==> src/rtl/a429_rx_poller.sv <==
// Wishbone master that polls A429 RX channels round-robin and queues {chan, word}
// into a first-word-fall-through FIFO for the CPU.
module a429_rx_poller #(
  parameter int unsigned CHAN_NUM = 8,
  parameter int unsigned CHAN_AW  = 3,
  parameter int unsigned REGS_AW  = 2,
  parameter int unsigned STAT_OFS = 1,
  parameter int unsigned DATA_OFS = 2,
  parameter int unsigned RDY_BIT  = 0,
  parameter int unsigned FIFO_AW  = 4,
  parameter int unsigned TIMEOUT  = 15
) (
  input  logic                       clk_i,
  input  logic                       rst_i,
  input  logic                       en_i,
  input  logic                       clr_i,
  input  logic [CHAN_NUM-1:0]        irq_i,
  output logic                       m_cyc_o,
  output logic                       m_stb_o,
  output logic [CHAN_AW+REGS_AW-1:0] m_adr_o,
  output logic                       m_wnr_o,
  input  logic [31:0]                m_dat_i,
  input  logic                       m_ack_i,
  input  logic                       q_rd_i,
  output logic [31:0]                q_dat_o,
  output logic [CHAN_AW-1:0]         q_chan_o,
  output logic                       q_empty_o,
  output logic [FIFO_AW:0]           q_cnt_o,
  output logic                       err_o
);

  localparam int unsigned Depth = 2 ** FIFO_AW;
  localparam int unsigned AW    = CHAN_AW + REGS_AW;
  localparam int unsigned CW    = FIFO_AW + 1;
  localparam int unsigned EW    = CHAN_AW + 32;
  localparam int unsigned TW    = (TIMEOUT < 2) ? 1 : $clog2(TIMEOUT + 1);

  typedef enum logic [1:0] {StIdle, StStat, StData, StPush} state_e;

  state_e               state_q, state_d;
  logic                 cyc_q, cyc_d;
  logic [AW-1:0]        adr_q, adr_d;
  logic [CHAN_AW-1:0]   chan_q, chan_d;
  logic [CHAN_AW-1:0]   last_q, last_d;
  logic [31:0]          word_q, word_d;
  logic [TW-1:0]        tmo_q, tmo_d;
  logic                 err_q, err_d;
  logic [FIFO_AW-1:0]   wr_ptr_q, wr_ptr_d, rd_ptr_q, rd_ptr_d;
  logic [CW-1:0]        cnt_q, cnt_d;
  logic [EW-1:0]        mem_q [Depth];
  logic [EW-1:0]        head;
  logic [CHAN_AW-1:0]   pick;
  logic                 push, pop, err_set, tmo_hit;

  // First requesting channel strictly after the last served one, wrapping.
  function automatic logic [CHAN_AW-1:0] rr_pick(input logic [CHAN_NUM-1:0] req,
                                                 input logic [CHAN_AW-1:0]  last);
    logic [CHAN_AW-1:0] sel;
    int                 idx;
    sel = last;
    for (int i = int'(CHAN_NUM); i >= 1; i--) begin
      idx = (int'(last) + i) % int'(CHAN_NUM);
      if (req[idx]) sel = CHAN_AW'(idx);
    end
    return sel;
  endfunction

  assign pick    = rr_pick(irq_i, last_q);
  assign tmo_hit = cyc_q && !m_ack_i && (tmo_q == TW'(TIMEOUT - 1));

  always_comb begin
    state_d = state_q;
    cyc_d   = cyc_q;
    adr_d   = adr_q;
    chan_d  = chan_q;
    last_d  = last_q;
    word_d  = word_q;
    tmo_d   = cyc_q ? tmo_q + TW'(1) : tmo_q;
    err_set = 1'b0;
    push    = 1'b0;
    unique case (state_q)
      StIdle: begin
        if (en_i && (|irq_i) && (cnt_q <= CW'(Depth - 1))) begin
          chan_d  = pick;
          adr_d   = {pick, REGS_AW'(STAT_OFS)};
          cyc_d   = 1'b1;
          tmo_d   = '0;
          state_d = StStat;
        end
      end
      StStat: begin
        if (cyc_q && m_ack_i) begin
          cyc_d  = 1'b0;
          last_d = chan_q;
          if (m_dat_i[RDY_BIT]) begin
            adr_d   = {chan_q, REGS_AW'(DATA_OFS)};
            state_d = StData;
          end else begin
            state_d = StIdle;
          end
        end else if (tmo_hit) begin
          cyc_d   = 1'b0;
          err_set = 1'b1;
          last_d  = chan_q;
          state_d = StIdle;
        end
      end
      StData: begin
        // Entered with the bus idle for one cycle; the data access starts here.
        if (!cyc_q) begin
          cyc_d = 1'b1;
          tmo_d = '0;
        end else if (m_ack_i) begin
          word_d  = m_dat_i;
          cyc_d   = 1'b0;
          state_d = StPush;
        end else if (tmo_hit) begin
          cyc_d   = 1'b0;
          err_set = 1'b1;
          last_d  = chan_q;
          state_d = StIdle;
        end
      end
      StPush: begin
        push    = 1'b1;
        state_d = StIdle;
      end
      default: state_d = StIdle;
    endcase
    err_d = err_set | (err_q & ~clr_i);
  end

  always_comb begin
    pop      = q_rd_i && (cnt_q != '0);
    wr_ptr_d = push ? wr_ptr_q + FIFO_AW'(1) : wr_ptr_q;
    rd_ptr_d = pop ? rd_ptr_q + FIFO_AW'(1) : rd_ptr_q;
    cnt_d    = cnt_q;
    if (push && !pop) begin
      cnt_d = cnt_q + CW'(1);
    end else if (pop && !push) begin
      cnt_d = cnt_q - CW'(1);
    end
  end

  always_ff @(posedge clk_i or negedge rst_i) begin
    if (!rst_i) begin
      state_q  <= StIdle;
      cyc_q    <= 1'b0;
      adr_q    <= '0;
      chan_q   <= '0;
      last_q   <= CHAN_AW'(CHAN_NUM - 1);
      word_q   <= '0;
      tmo_q    <= '0;
      err_q    <= 1'b0;
      wr_ptr_q <= '0;
      rd_ptr_q <= '0;
      cnt_q    <= '0;
    end else begin
      state_q  <= state_d;
      cyc_q    <= cyc_d;
      adr_q    <= adr_d;
      chan_q   <= chan_d;
      last_q   <= last_d;
      word_q   <= word_d;
      tmo_q    <= tmo_d;
      err_q    <= err_d;
      wr_ptr_q <= wr_ptr_d;
      rd_ptr_q <= rd_ptr_d;
      cnt_q    <= cnt_d;
    end
  end

  always_ff @(posedge clk_i) begin
    if (push) mem_q[wr_ptr_q] <= {chan_q, word_q};
  end

  assign head      = mem_q[rd_ptr_q];
  assign q_empty_o = (cnt_q == '0);
  assign q_dat_o   = q_empty_o ? 32'd0 : head[31:0];
  assign q_chan_o  = q_empty_o ? '0 : head[EW-1:32];
  assign q_cnt_o   = cnt_q;
  assign err_o     = err_q;
  assign m_cyc_o   = cyc_q;
  assign m_stb_o   = cyc_q;
  assign m_adr_o   = adr_q;
  assign m_wnr_o   = 1'b0;

endmodule

==> config.mk <==
export PLATFORM = sky130hd
export DESIGN_NAME = a429_rx_poller
export DESIGN_NICKNAME = d
export VERILOG_FILES = /design/src/rtl/a429_rx_poller.sv
export SDC_FILE = /design/constraint.sdc
export NUM_CORES = 1
export LEC_CHECK = 0
export CORE_UTILIZATION = 62
export CTS_CLUSTER_DIAMETER = 50
export CTS_CLUSTER_SIZE = 25
export DETAILED_ROUTE_END_ITERATION = 7
export DONT_BUFFER_PORTS = 1
export MAX_ROUTING_LAYER = met4
export PLACE_DENSITY_LB_ADDON = 0.12
export SLEW_MARGIN = 20
export SYNTH_ARGS = -nofsm -noshare
export SYNTH_HDL_FRONTEND = slang
export SYNTH_SLANG_ARGS = --single-unit
==> constraint.sdc <==
create_clock -name clk_i -period 4.5 [get_ports clk_i]
set_clock_uncertainty 0.2 [all_clocks]
set_input_delay 0.675 -clock clk_i [delete_from_list [all_inputs] [get_ports clk_i]]
set_output_delay 0.675 -clock clk_i [all_outputs]
set_load 0.02 [all_outputs]
* After elaboration in Yosys (flattened, before gate mapping)
Memory sizes are Yosys's and may differ from the RTL's.
Cells that the tools add are included.
** Word-level totals
- Input port bits :: 46
- Memory bits (writable) :: 560
- Flip-flop bits (word level) :: 64
- Output and inout port bits :: 50
- Memories :: 1
- Logic and storage cells :: 159
** Memories
- mem_q :: depth 16, bits a word 35, read ports 1, clocked after Yosys merged registers in 0, write ports 1, line 50 : logic [EW-1:0] mem_q [Depth];
** Operators by class
- Multiplexer cells :: 71
- Reductions and logical operators :: 33
- Add/subtract/negate cells :: 13
- Magnitude comparators :: 9
- Eq/ne operators :: 10
- Bitwise logic cells :: 11
** Operators with widths (count)
- $lt A4 B5 Y1 const B :: 8
- $mux W3 :: 13
- $mux W32 :: 1
- $mux W1 :: 29
- $mux W5 :: 5
- $bmux W1 S3 :: 8
- $reduce_or A3 Y1 :: 8
- $add A3 B3 Y3 const B :: 4
- $add A4 B1 Y4 const B :: 3
- $mux W2 :: 6
- $mux W4 :: 3
- $ne A2 B2 Y1 const B :: 5
- $pmux W5 S2 :: 1
- $reduce_and A3 Y1 :: 3
- $and A1 B1 Y1 const A :: 8
- $logic_and A1 B1 Y1 :: 8
- $pmux W2 S4 :: 1
- $pmux W4 S2 :: 1
- $reduce_or A8 Y1 :: 1
- $add A3 B1 Y3 const B :: 2
- $add A3 B2 Y3 const B :: 2
- $pmux W3 S2 :: 1
- $reduce_bool A2 Y1 :: 3
- $add A5 B1 Y5 const B :: 1
- 18 further kinds :: 22

* Depth between registers and ports, before layout
Gate-level depths: netlist (run 1).
- Word-level depth :: 16
- Depth in mapped cells :: 10
- Depth with buffers taken out :: 10

* Least setup slack after synthesis (run 1)
No wires, ideal clock.
- Path type :: reg-to-reg
- Start :: register state_q[0]
- End :: memory mem_q[3][0] in the netlist's numbering (enable)
- Arrival time :: 3.361 ns
- Slack :: 0.468 ns
- Path buffers :: 1
- Library setup time :: 0.471 ns
- Clock period less this slack :: 4.032 ns
- Data required time :: 3.829 ns
- Cell stages (with the launch flop) :: 5
- Path through :: dfrtp_1 > ha_1 > clkbuf_1 > nand2_1 > nor3_1
** On the way
- Word-level cells in the longest chain between the ends :: 4
** RTL lines
- start: declaration :: line 40 : state_e state_q, state_d;
- start signal: assignment :: line 147 : state_q <= StIdle;
- start signal: assignment :: line 159 : state_q <= state_d;
- $eq A2 B2 Y1 :: line 81 : unique case (state_q)
- $mux W1 :: line 81
- $mux W1 :: line 174 : if (push) mem_q[wr_ptr_q] <= {chan_q, word_q};
- $mux W1 (not written as such) :: line 174
- end: declaration :: line 50
Every way passes these cells.

* Final worst setup path (run 1)
- Start :: register rd_ptr_q[0]
- End :: output port q_dat_o[13]
** On the way
- Word-level cells in the longest chain between the ends :: 2
** RTL lines
- start: declaration :: line 48 : logic [FIFO_AW-1:0] wr_ptr_q, wr_ptr_d, rd_ptr_q, rd_ptr_d;
- start signal: assignment :: line 168 : rd_ptr_q <= rd_ptr_d;
- $mem_v2 Z16 W35
- $mux W32 :: line 179 : assign q_dat_o = q_empty_o ? 32'd0 : head[31:0];
- end: declaration :: line 25 : output logic [31:0] q_dat_o,
Every way passes these cells.

==> results.yml, run 1 <==
outcome:
  status: "complete, no violations"
yosys:
  synthArstFlopShare: 0.103
  yosys.area_share.simple: 0.0264
  ys_types: 58
  yosysTopAreaCellShare: 0.675
  synth_area_leaders: "edfxtp_1 67%, mux4_2 16%, dfrtp_1 6.1%"
  syn_area_um2: 24900
  ys_seq_area_frac: 0.739
  syn_area_per_cell_um2: 21.3
  ys_ff_latch: 624
  synth_ff_type: "edfxtp_1"
  yosysWarnings: 0
  synth_compound_area_frac: 0.0203
  synth-xor-area-share: 0.00527
  synth-adder-area-share: 0.00984
  muxShareOfSynthArea: 0.185
  syn_inst: 1171
  synth_top_family_by_area: "multiplexers"
  synth_area_leader_cell: "edfxtp_1"
  synth_edf_count: 560
  syn-num-nets: 1236
place:
  placed_cell_area_um2: 25900
  post-place-ws_ns: 1.18
  port_buffers: 0
  dpl.cell_count: 1668
  dp_hpwl_mm: 28.2
  gp_congestion: 0.910
sta:
  fin_crit_sh: 0.866
  setup_violations: 0
  relSlewSlack: 0.330
  whs_ns: 0.0335
  fmax_mhz: 256
  grt_setup_unrepaired: "no"
  fin_ws_ns: 0.601
  tns_ns: 0
  hold_viol: 0
  fin_crit_ns: 3.90
  maxSlewViolCount: 0
  tightestPinTransition_ns: 1.00
job:
  cap_violations: 0
global_routing:
  grt_use_total: 0.274
  antenna_found_initial: 2
  grt_overflow_total: 0
  grt_first_pass_wirelength_mm: 77.7
  grt_max_degree: 67
  grt_pass1_vias: 12000
routing:
  firstDrtPassIters: 5
  ant_nets: 0
  drt_iter0_drc: 1130
  wirelength_mm: 52.1
  vias: 11600
  wl_per_cell_um: 29.4
  drc: 0
  vias_per_cell: 6.57
cells_and_area:
  nets: 1274
  final_cell_count_no_fill: 1773
  drive_gt1_frac: 0.298
  syn_to_final_growth_pct: 11.4
  fin_area_um2: 27800
  final_util: 0.700
cts:
  h-tree-depth: 2
  cts_tree: "built"
  worstSkewPairLatency_ns: 0.60
  cts_sinks: 624
  cts_root_buf: "clkbuf_16"
  cts-buffers-inserted: 48
  clk_pin_slew_ns: 0.08
  clockBufferDepth: 3
  cts_post_setup_buffers_inserted: 0
hold_path:
  worstHoldStart: "m_dat_i[21]"
  hold_depth: 1
  hold_path_class: "in -> reg"
  holdPathEnd: "word_q[21]"
die:
  die_y_um: 202
  start_util: 0.629
  pin_count: 96
  die_w_um: 202
  die-area_um2: 41000
  core_area_um2: 39600
  rows: 73
critical_path:
  start_kind: "flip-flop"
  end_kind: "primary output"
  worst_r2r_startpoint: "last_q[1]"
  rrSetupSlack_ns: 1.13
  cp_max_fo: 36
  rr_worst_depth: 8
  arrival_ns: 3.02
  crit_required_ns: 3.62
  worstSetupPathType: "reg -> out"
  r2r_end: "chan_q[0]"
pwr:
  p_leak_nw: 9.12
  vdd_ir_drop_max_mv: 0.605
  pwr_density_cell_nw_per_um2: 634
  total_power_mw: 17.6
==> critical path, stage by stage, from the launching register on <==
cell	delay [ns]
dfrtp_4	0.77
buf_12	0.34
mux4_2	0.54
mux4_2	0.50
nor2b_1	0.22
==> routing by layer <==
| layer | track usage | vias up | routed length, um |
|---|---|---|---|
| met5 | - | - | 0 |
| met4 | 0.0779 | 0 | 1060 |
| met3 | 0.0490 | 76 | 3580 |
| met2 | 0.425 | 393 | 26100 |
| met1 | 0.382 | 6287 | 21400 |
| li1 | - | 4890 | - |
==> timing repair <==
action / 4_1_cts / 5_1_grt
resized for setup: 0 / 0
endpoints found under the hold margin: 78 / 0
hold buffers: 16 / 0
==> layout by cell type (no fill, tap or decap), types with 14 or more instances in the layout <==
cell           count
nor2_1            19
buf_12            14
ha_1              18
mux2_2            40
nor2_4            15
buf_4             18
clkbuf_16         49
edfxtp_1         560
inv_1             20
dlygate4sd3_1     15
nor2b_1           37
nand2_1           33
dfrtp_1           57
mux4_2           182
==> cells by family (layout without fill, tap and decap cells) <==
family                     count (synthesis)  after routing
muxes                                    227            227
and+or+nand+nor                          133            133
xor gates and xnor gates                  15             15
AOI/OAI and AO/OA                         71             71
buffers and inverters                     81            155
DFF                                      624            624
adders and majority gates                 19             19
other                                      1              4
==> sequential cells by signal, indices dropped and copies added, names as in the netlist <==
name      flops
state_q       2
tmo_q         4
chan_q        3
err_o         1
mem_q       560
last_q        3
wr_ptr_q      4
q_cnt_o       5
rd_ptr_q      4
m_cyc_o       1
word_q       32
m_adr_o       5
==> synthesized netlist by cell type (2+ instances only) <==
| cell type | instances |
|---|---|
| mux2_2 | 40 |
| o31ai_1 | 3 |
| a21o_1 | 4 |
| edfxtp_1 | 560 |
| buf_2 | 9 |
| or2_1 | 2 |
| a31oi_1 | 4 |
| buf_1 | 8 |
| dfrtp_1 | 61 |
| nand2b_1 | 7 |
| dfstp_2 | 3 |
| or4_1 | 3 |
| mux2i_1 | 3 |
| ha_1 | 18 |
| nor3_1 | 7 |
| o21ai_0 | 12 |
| nor2_1 | 34 |
| o22ai_1 | 2 |
| inv_1 | 20 |
| o211ai_1 | 3 |
| o21ai_1 | 6 |
| or2_2 | 2 |
| mux4_2 | 182 |
| nand3_1 | 3 |
| xor2_1 | 9 |
| buf_4 | 3 |
| clkbuf_1 | 39 |
| nand4_1 | 3 |
| a221oi_1 | 7 |
| o2bb2ai_1 | 2 |
| nor2b_1 | 37 |
| a21oi_1 | 12 |
| nand2_1 | 33 |
| xnor2_1 | 6 |
==> power breakdown <==
part / internal, mW / switching [mW]
clock: 2.25 / 2.25
sequential: 7.08 / 0.976
combinational: 2.49 / 2.55
==> how the worst max path moves through the flow <==
stage	from	cells after the start	end
2_1_floorplan	state_q[0]	4	mem_q[3][0]
3_3_place_gp	rd_ptr_q[0]	4	q_dat_o[16]
3_5_place_dp	rd_ptr_q[0]	4	q_dat_o[13]
4_1_cts	rd_ptr_q[0]	4	q_dat_o[10]
5_1_grt	rd_ptr_q[0]	4	q_dat_o[10]
6_report	rd_ptr_q[0]	4	q_dat_o[13]
==> layout make-up <==
class                           instances  area (um^2)
Clock inverter                         36          462
Sequential cell                       624        18400
Timing Repair Buffer                   48          593
Antenna cell                            3         7.51
Clock buffer                           50         1230
Fill cell                            2461        11900
Tap cell                              525          657
Inverter                               21         78.8
Multi-Input combinational cell        466         6290
Power figures use the tool's default switching activity.
==> inputs of run 2 (changes only) <==
--- a/config.mk
+++ b/config.mk
@@ -12,6 +12,7 @@
 export DONT_BUFFER_PORTS = 1
 export MAX_ROUTING_LAYER = met4
 export PLACE_DENSITY_LB_ADDON = 0.12
+export REMOVE_ABC_BUFFERS = 1
 export SLEW_MARGIN = 20
 export SYNTH_ARGS = -nofsm -noshare
 export SYNTH_HDL_FRONTEND = slang
==> run 2 against run 1 <==
  * Final area shrank 1.1%
  * Largest cell class unchanged
  * Sequential power shrank 0.7%
  * Utilization shrank 0.75 points
  * Sequential share of layout area grew 0.71 points
  * Largest power group unchanged
  * Die area is the same
  * Global-route usage shrank 0.72 points
  * First-iteration DRC count grew 2.2%
  * Non-clock buffer count shrank 7
  * Final cell count shrank 0.90%
  * Setup slack gained 0.099 ns
  * Flip-flop and latch count is the same
  * Worst hold slack is essentially flat
==> results.yml, run 2 (synthesized netlist as in run 1, its figures left out) <==
cts:
  cts.repair.resized: 0
  h-tree-depth: 2
  cts_tree: "built"
  clockBufferDepth: 3
  clk_pin_slew_ns: 0.08
  cts_sinks: 624
  cts_post_setup_buffers_inserted: 0
  worstSkewPairLatency_ns: 0.59
  cts-buffers-inserted: 44
  cts_hold_buffers: 3
  cts_root_buf: "clkbuf_16"
routing:
  drc: 0
  vias: 11500
  ant_nets: 0
  drt_iter0_drc: 1155
  vias_per_cell: 6.54
  wl_per_cell_um: 28.8
  wirelength_mm: 50.6
  firstDrtPassIters: 5
pwr:
  pwr-share-seq: 0.463
  swShare: 0.326
  vdd_ir_drop_max_mv: 0.572
  p_int_mw: 11.6
  combPwrFrac: 0.294
  p_switching_mw: 5.63
  pwr_density_cell_nw_per_um2: 629
  p_clk_frac: 0.244
  p_leak_nw: 9.02
critical_path:
  crit_chain: "buf_4 > mux4_2 > mux4_2 > nor2b_1"
  cp_max_fo: 36
  cpMaxStageDelayCell: "dfrtp_4"
  crit_required_ns: 3.62
  arrival_ns: 2.92
  cp_common_cell: "mux4_2"
  critPathBufInv: 1
  worstSetupPathType: "reg -> out"
  critical_path.max_stage_delay_ns: 0.80
  crit_family: "multiplexers"
  start_kind: "flip-flop"
  end_kind: "primary output"
place:
  port_buffers: 0
  gp_congestion: 0.896
  dp_hpwl_mm: 28.2
  post-place-ws_ns: 1.26
global_routing:
  grt_max_degree: 65
  grt_first_pass_wirelength_mm: 76.5
  antenna_found_initial: 1
  grt_overflow_total: 0
  grt_pass1_vias: 11900
  grt_use_total: 0.267
job:
  cap_violations: 0
cells_and_area:
  largest_register_ffs: 560
  fillers: 2417
  reg.largest.list: "mem_q x560, word_q x32"
  top_register: "mem_q"
  syn_to_final_growth_pct: 10.2
  nets: 1263
  drive_gt1_frac: 0.299
  final_cell_mix: "560 x edfxtp_1, 182 x mux4_2, 57 x dfrtp_1"
  layout_commonest_cell: "edfxtp_1"
sta:
  relSlewSlack: 0.307
  hold_viol: 0
  maxSlewViolCount: 0
  fmax_mhz: 263
  fin_crit_sh: 0.844
  fin_crit_ns: 3.80
  grt_setup_unrepaired: "no"
  fin_ws_ns: 0.700
  tns_ns: 0
  tightestPinTransition_ns: 1.04
  setup_violations: 0
die:
  pin_count: 96
  die_w_um: 202
  die-area_um2: 41000
  core_area_um2: 39600
  start_util: 0.629
  rows: 73
  die_y_um: 202
hold_path:
  hold_path_class: "in -> reg"
outcome:
  status: "complete, no violations"
[run 2: layer usage]
metal / routed length, um / up-vias / track usage
met5: 0 / - / -
met4: 994 / 0 / 0.0615
met3: 2950 / 84 / 0.0433
met2: 26000 / 374 / 0.427
met1: 20600 / 6160 / 0.369
li1: - / 4880 / -
[run 2: power groups by stage]
stage	combinational (mW)	clock, mW	sequential, mW
2_1_floorplan	3.95	0	8.19
3_3_place_gp	5.05	0	8.09
3_5_place_dp	5.11	0	8.13
4_1_cts	5.15	4.28	8.00
5_1_grt	5.48	4.48	8.09
6_report	5.07	4.21	7.99
[run 2: path summary, 6_finish.rpt]
path | to | cells past startpoint | start | slack, ns
max | q_dat_o[29] | 4 | rd_ptr_q[1] | 0.70
min | word_q[29] | 1 | m_dat_i[29] | 0.03
max reg2reg | chan_q[0] | 8 | last_q[1] | 1.20
min reg2reg | wr_ptr_q[0] | 1 | wr_ptr_q[0] | 0.36
max in group asynchronous | rd_ptr_q[1] | 2 | rst_i | 3.25
min in group asynchronous | word_q[9] | 2 | rst_i | 0.47
[run 2: through the flow]
| stage | hold WS [ns] | std cells | utilization | instance area, um^2 | power, mW |
|---|---|---|---|---|---|
| global placement | 0.183 | 1674 | 0.653 | 25900 | 13.1 |
| CTS | 0.00875 | 1756 | 0.692 | 27500 | 17.4 |
| floorplan | 0.179 | 1111 | - | 24700 | 12.1 |
| global route | 0.0113 | 1757 | 0.693 | 27500 | 18.1 |
| finish | 0.0331 | 1757 | 0.693 | 27500 | 17.3 |
| detailed placement | 0.182 | 1674 | 0.653 | 25900 | 13.2 |
[run 2: area by class of cell]
type	instances	area, um^2	share of cell area
Antenna cell	1	2.50	0.0000912
Clock buffer	48	1140	0.0414
Clock inverter	31	399	0.0145
Inverter	21	78.8	0.00287
Multi-Input combinational cell	466	6290	0.229
Sequential cell	624	18400	0.671
Tap cell	525	657	0.0239
Timing Repair Buffer	41	458	0.0167
